$ cat config.mk
export PLATFORM = sky130hd
export DESIGN_NAME = bus_arbiter
export DESIGN_NICKNAME = d
export VERILOG_FILES = /design/src/rtl/bus_arbiter_pkg.sv /design/src/rtl/bus_arbiter_rr_pick.sv /design/src/rtl/mux2.sv /design/src/rtl/bus_arbiter.sv
export SDC_FILE = /design/constraint.sdc
export NUM_CORES = 1
export LEC_CHECK = 0
export CAP_MARGIN = 20
export CORE_ASPECT_RATIO = 1.4
export CORE_MARGIN = 2
export CORE_UTILIZATION = 37
export DETAILED_ROUTE_END_ITERATION = 16
export PLACE_DENSITY = 0.81
export SYNTH_ARGS = -nofsm -noshare
export SYNTH_HDL_FRONTEND = slang
export SYNTH_SLANG_ARGS = --single-unit
$ cat constraint.sdc
create_clock -name Clk -period 2.06 [get_ports Clk]
set_input_delay 0.412 -clock Clk [delete_from_list [all_inputs] [get_ports Clk]]
set_output_delay 0.412 -clock Clk [all_outputs]
set_load 0.02 [all_outputs]
$ cat src/rtl/bus_arbiter_pkg.sv
// Shared constants and state type for the round-robin bus arbiter.
// Define ARB_PARK_EN to park the bus on the last owner while idle.
`ifndef DATA_WIDTH
`define DATA_WIDTH 16
`endif
`ifndef ARB_IDLE
`define ARB_IDLE 2'd0
`define ARB_GRANT 2'd1
`define ARB_HANDOVER 2'd2
`endif
`ifndef ARB_MAX_HOLD
`define ARB_MAX_HOLD 8
`endif
`ifndef NUM_ARB_TEST
`define NUM_ARB_TEST 2000
`define ARB_LOWER_BOUND 0
`define ARB_UPPER_BOUND 65535
`endif

package bus_arbiter_pkg;

  localparam int DATA_W = `DATA_WIDTH;
  localparam int CNT_W = 8;

  typedef enum logic [1:0] {
    S_IDLE     = `ARB_IDLE,
    S_GRANT    = `ARB_GRANT,
    S_HANDOVER = `ARB_HANDOVER
  } arb_state_e;

endpackage

$ cat src/rtl/bus_arbiter_rr_pick.sv
// Combinational round-robin search: first set request at or above ptr,
// wrapping modulo NUM_REQ.
module rr_pick #(
  parameter int NUM_REQ = 4,
  parameter int SEL_W   = 2
) (
  input  logic [NUM_REQ-1:0] req,
  input  logic [SEL_W-1:0]   ptr,
  output logic               found,
  output logic [SEL_W-1:0]   idx
);

  logic [SEL_W-1:0] cand;

  // Scan farthest-first so the nearest hit is written last.
  always_comb begin
    found = 1'b0;
    idx   = ptr;
    cand  = '0;
    for (int i = NUM_REQ - 1; i >= 0; i--) begin
      cand = ptr + SEL_W'(i);
      if (req[cand]) begin
        found = 1'b1;
        idx   = cand;
      end
    end
  end

endmodule

$ cat src/rtl/mux2.sv
// Generic 2:1 multiplexer cell used to build the bus data select tree.
module mux2 #(
  parameter int W = 16
) (
  input  logic [W-1:0] a,
  input  logic [W-1:0] b,
  input  logic         s,
  output logic [W-1:0] y
);

  assign y = s ? b : a;

endmodule

$ cat src/rtl/bus_arbiter.sv
// Round-robin owner of the shared data bus with a per-grant hold limit.
// Optional ARB_PARK_EN: park on the last owner, 0-cycle re-grant.
module bus_arbiter
  import bus_arbiter_pkg::*;
#(
  parameter int NUM_REQ  = 4,
  parameter int SEL_W    = 2,
  parameter int MAX_HOLD = `ARB_MAX_HOLD
) (
  input  logic                      Clk,
  input  logic                      Rst_n,
  input  logic [NUM_REQ-1:0]        Req,
  input  logic [NUM_REQ*DATA_W-1:0] Data_In,
  output logic [NUM_REQ-1:0]        Gnt,
  output logic [SEL_W-1:0]          Sel,
  output logic                      Bus_Valid,
  output logic [DATA_W-1:0]         Bus_Out
);

  localparam logic [CNT_W-1:0] HOLD = CNT_W'(MAX_HOLD);

  arb_state_e         state_q, state_d;
  logic [CNT_W-1:0]   cnt_q, cnt_d;
  logic [SEL_W-1:0]   ptr_q, ptr_d;
  logic [SEL_W-1:0]   sel_q, sel_d;
  logic [NUM_REQ-1:0] gnt_q, gnt_d;
  logic               found;
  logic [SEL_W-1:0]   win;
  logic [SEL_W-1:0]   nxt_ptr;
  logic               show;
  logic [DATA_W-1:0]  node [2*NUM_REQ-1];

  rr_pick #(
    .NUM_REQ(NUM_REQ),
    .SEL_W  (SEL_W)
  ) u_pick (
    .req  (Req),
    .ptr  (ptr_q),
    .found(found),
    .idx  (win)
  );

  assign nxt_ptr = sel_q + SEL_W'(1);

`ifdef ARB_PARK_EN
  logic park_q, park_d;
  logic park_hit;

  assign park_hit = (state_q == S_IDLE) & park_q & Req[sel_q];
`endif

  always_comb begin
    state_d = state_q;
    cnt_d   = cnt_q;
    ptr_d   = ptr_q;
    sel_d   = sel_q;
    gnt_d   = gnt_q;
`ifdef ARB_PARK_EN
    park_d  = park_q;
`endif
    unique case (state_q)
      S_IDLE, S_HANDOVER: begin
        gnt_d   = '0;
        state_d = S_IDLE;
`ifdef ARB_PARK_EN
        // Park-hit cycle is already the first cycle of the grant.
        if (park_hit) begin
          if (HOLD == CNT_W'(1)) begin
            ptr_d   = nxt_ptr;
            cnt_d   = '0;
            state_d = S_HANDOVER;
          end else begin
            gnt_d   = NUM_REQ'(1) << sel_q;
            cnt_d   = CNT_W'(2);
            state_d = S_GRANT;
          end
        end else
`endif
        if (found) begin
          gnt_d   = NUM_REQ'(1) << win;
          sel_d   = win;
          cnt_d   = CNT_W'(1);
          state_d = S_GRANT;
`ifdef ARB_PARK_EN
          park_d  = 1'b1;
`endif
        end
      end
      S_GRANT: begin
        if (!Req[sel_q]) begin
          gnt_d   = '0;
          ptr_d   = nxt_ptr;
          cnt_d   = '0;
          state_d = S_IDLE;
        end else if (cnt_q >= HOLD) begin
          gnt_d   = '0;
          ptr_d   = nxt_ptr;
          cnt_d   = '0;
          state_d = S_HANDOVER;
        end else begin
          cnt_d = cnt_q + CNT_W'(1);
        end
      end
      default: begin
        gnt_d   = '0;
        cnt_d   = '0;
        state_d = S_IDLE;
      end
    endcase
  end

  always_ff @(posedge Clk or negedge Rst_n) begin
    if (!Rst_n) begin
      state_q <= S_IDLE;
      cnt_q   <= '0;
      ptr_q   <= '0;
      sel_q   <= '0;
      gnt_q   <= '0;
    end else begin
      state_q <= state_d;
      cnt_q   <= cnt_d;
      ptr_q   <= ptr_d;
      sel_q   <= sel_d;
      gnt_q   <= gnt_d;
    end
  end

`ifdef ARB_PARK_EN
  always_ff @(posedge Clk or negedge Rst_n) begin
    if (!Rst_n) begin
      park_q <= 1'b0;
    end else begin
      park_q <= park_d;
    end
  end

  assign Gnt       = gnt_q | (park_hit ? NUM_REQ'(1) << sel_q : '0);
  assign Bus_Valid = (|gnt_q) | park_hit;
  assign show      = Bus_Valid | ((state_q == S_IDLE) & park_q);
`else
  assign Gnt       = gnt_q;
  assign Bus_Valid = |gnt_q;
  assign show      = Bus_Valid;
`endif

  assign Sel = sel_q;

  for (genvar i = 0; i < NUM_REQ; i++) begin : g_leaf
    assign node[NUM_REQ-1+i] = Data_In[i*DATA_W +: DATA_W];
  end

  // Heap-ordered tree: root is node 0, level d steers on Sel MSB-first.
  for (genvar d = 0; d < SEL_W; d++) begin : g_lvl
    for (genvar j = 0; j < (1 << d); j++) begin : g_mux
      localparam int K = (1 << d) - 1 + j;
      mux2 #(
        .W(DATA_W)
      ) u_mux (
        .a(node[2*K+1]),
        .b(node[2*K+2]),
        .s(sel_q[SEL_W-1-d]),
        .y(node[K])
      );
    end
  end

  assign Bus_Out = show ? node[0] : '0;

endmodule

==> flow_summary.toml <==
[outcome]
status = "finished, violations left"
violations = "setup timing"

[clocking]
clk_pin_slew_ns = 0.07
cts.path.max_buffers = 2
cts_buffers = 3
cts_tree = "yes"
ctsHoldBuffers = 0
insertion_delay_ns = 0.25
htree_levels = 1
cts-root-buf = "clkbuf_8"
cts.sinks = 18

[sta]
slew_headroom_pct = 75.6
hold-worst-slack_ns = 0.475
setup_violations = 3
fin_crit_sh_pct = 101
hold_viol_final = 0
fin_ws_ns = -0.0139
max_freq_mhz = 482
grt_setup_unrepaired = "true"
drv_slew = 0
final.setup_skew_ns = 0.00262
period_needed_ns = 2.07
worst_pin_slew_ns = 0.363

[logic_synthesis]
yosysUniqueCellTypes = 38
synthFlopType = "dfrtp_1"
syn-cell-area_um2 = 1460
synth_top_family_by_area = "multiplexers"
synth_nets = 201
synth_commonest_cells = "nor2b_1, dfrtp_1, mux4_2, nor2_1"
async_flop_share_pct = 100
synth.area.top_cells = "dfrtp_1, mux4_2, nor2b_1, buf_4, nor2_1"
ys_ff_latch = 18
synth-adder-area-share_pct = 1.72
synth_compound_area_share_pct = 10.6
ys_seq_area_share_pct = 30.9
synth-edff-count = 0
yosysMostFrequentCell = "nor2b_1"
syn_avg_cell_area_um2 = 11.3
yosysWarnings = 0
synthXorXnorAreaFrac_pct = 1.20
synth-simple-area-share_pct = 21.3
synthMuxAreaShare_pct = 28.5
synth_top_area_cell = "dfrtp_1"
syn_inst = 129
synth_top_area_share_pct = 30.9

[final_layout]
area_growth_pct = 79.1
diodes = 0
post-route-util_pct = 67.8
fin_nets = 309
drive_gt1_share_pct = 29.8

[global_routing]
groute.usage.overall_pct = 19.5
grt_first_pass_wirelength_mm = 6.82
antenna_found_initial = 0
grt_max_degree = 21
grt_pass1_vias = 1484
overflow = 0

[power_and_ir_drop]
power_w = 0.00373
power.density_nw_per_um2 = 1430
seqPwrFrac_pct = 16.1
pwr-share-comb_pct = 77.3
p_leak_nw = 1.08
clkPwrFrac_pct = 6.6
swShare_pct = 43.0
internal_power_w = 0.00213
netSwitchingPower_w = 0.00160
ir_drop_mv = 1.05

[worst_hold_path]
hold_class = "in -> async"

[worst_setup_path]
critPathCaptureType = "primary output"
worstPathRequired_ns = 1.65
worstPathMaxFanout = 8
cp_data_arrival_time_ns = 1.66
cp-start-kind = "flop"
critPathKind = "reg -> out"

[route]
first_pass_iters = 4
routed_wl_mm = 4.32
detail-route-antenna-nets = 0
drt-initial-drc-count = 39
vias = 1488
wire_per_inst_um = 15.6
drt-vias-per-instance = 5.35
drc = 0

[run]
maxCapViolCount = 0

[placed_design]
gp_congestion = 0.778
dp_hpwl_mm = 3.47
io_buffers = 92

[die]
die_w_um = 57.0
design.core.area_um2 = 3850
die-area_um2 = 4460
rows = 27
ios = 93
die_h_um = 78.3
start_util_pct = 37.8
==> path summary, 6_finish.rpt <==
check                      depth (start not counted)     start  slack, ns           to
min reg2reg                                        2  cnt_q[7]       0.53     cnt_q[7]
min                                                2     Rst_n       0.48     cnt_q[3]
max reg2reg                                        7    Sel[0]       0.09     ptr_q[1]
max in group asynchronous                          2     Rst_n       1.37       Sel[0]
min in group Clk                                   2  cnt_q[7]       0.53     cnt_q[7]
max                                                5    Sel[0]      -0.01  Bus_Out[14]
==> registers in the layout, summed over array words and instances, names as in the netlist <==
register and flops:
Sel 2, Gnt 4, ptr_q 2, cnt_q 8
state_q 2
==> repair_timing <==
item,in CTS,in global routing
endpoints found under the hold margin,0,0
gates cloned,2,0
endpoints found under the setup margin,17,16
buffers inserted,4,1
resized for setup,78,9
==> cell type report <==
type                            instances  area, um2
Clock buffer                            3       41.3
Fill cell                             318       1240
Inverter                                6       22.5
Multi-Input combinational cell         96        947
Sequential cell                        18        452
Tap cell                               43       53.8
Timing Repair Buffer                  112       1090
==> critical path, cell delays in order, from the launching register on <==
cell     delay (ns)
dfrtp_2        0.37
buf_4          0.13
buf_16         0.13
mux4_2         0.49
nor2b_1        0.14
buf_2          0.16
==> per-stage QoR <==
stage / instance area (um2) / setup WS (ns) / setup TNS, ns / cells
finish: 2610 / -0.0139 / -0.0260 / 278
global route: 2610 / -0.0772 / -0.887 / 278
CTS: 2570 / -0.0197 / -0.0906 / 277
detailed placement: 2490 / -0.332 / -4.88 / 268
global placement: 2490 / -0.309 / -4.53 / 268
floorplan: 1460 / 0.157 / 0 / 129
==> power by group through the flow <==
stage | combinational, W | sequential (W) | clock (W)
floorplan | 0.00159 | 0.000607 | 0
global placement | 0.00265 | 0.000603 | 0
detailed placement | 0.00270 | 0.000609 | 0
CTS | 0.00281 | 0.000599 | 0.000249
global route | 0.00307 | 0.000616 | 0.000262
finish | 0.00288 | 0.000600 | 0.000246
==> metal layers <==
metal  wire (um)  part of all wire (%)  up-vias  global-route usage, %
li1            -                     -      707                      -
met1        1400                    32      709                   18.3
met2        2470                    57       59                   39.9
met3         303                   7.0       13                   2.64
met4         146                   3.4        0                   8.37
met5           0                     0        -                      0
==> kinds of logic after synthesis <==
group                      count (synthesis)
DFF                                       18
xor gates and xnor gates                   2
and+or+nand+nor                           52
adders and majority gates                  2
muxes                                     20
AOI/OAI and AO/OA                         20
buffers and inverters                     15
==> placed cells by master (no fill, tap or decap), types with 3 or more instances in the layout <==
| cell | n |
|---|---|
| clkbuf_8 | 3 |
| nor2_1 | 9 |
| clkdlybuf4s50_1 | 75 |
| nand2_1 | 6 |
| inv_1 | 5 |
| o21ai_0 | 6 |
| mux4_2 | 17 |
| buf_4 | 19 |
| nor2b_4 | 3 |
| dfrtp_1 | 17 |
| buf_2 | 8 |
| nor2b_1 | 17 |
| buf_6 | 5 |
| and3_1 | 3 |
| o31ai_1 | 3 |
Note: power is estimated with default switching activity, not from simulation.
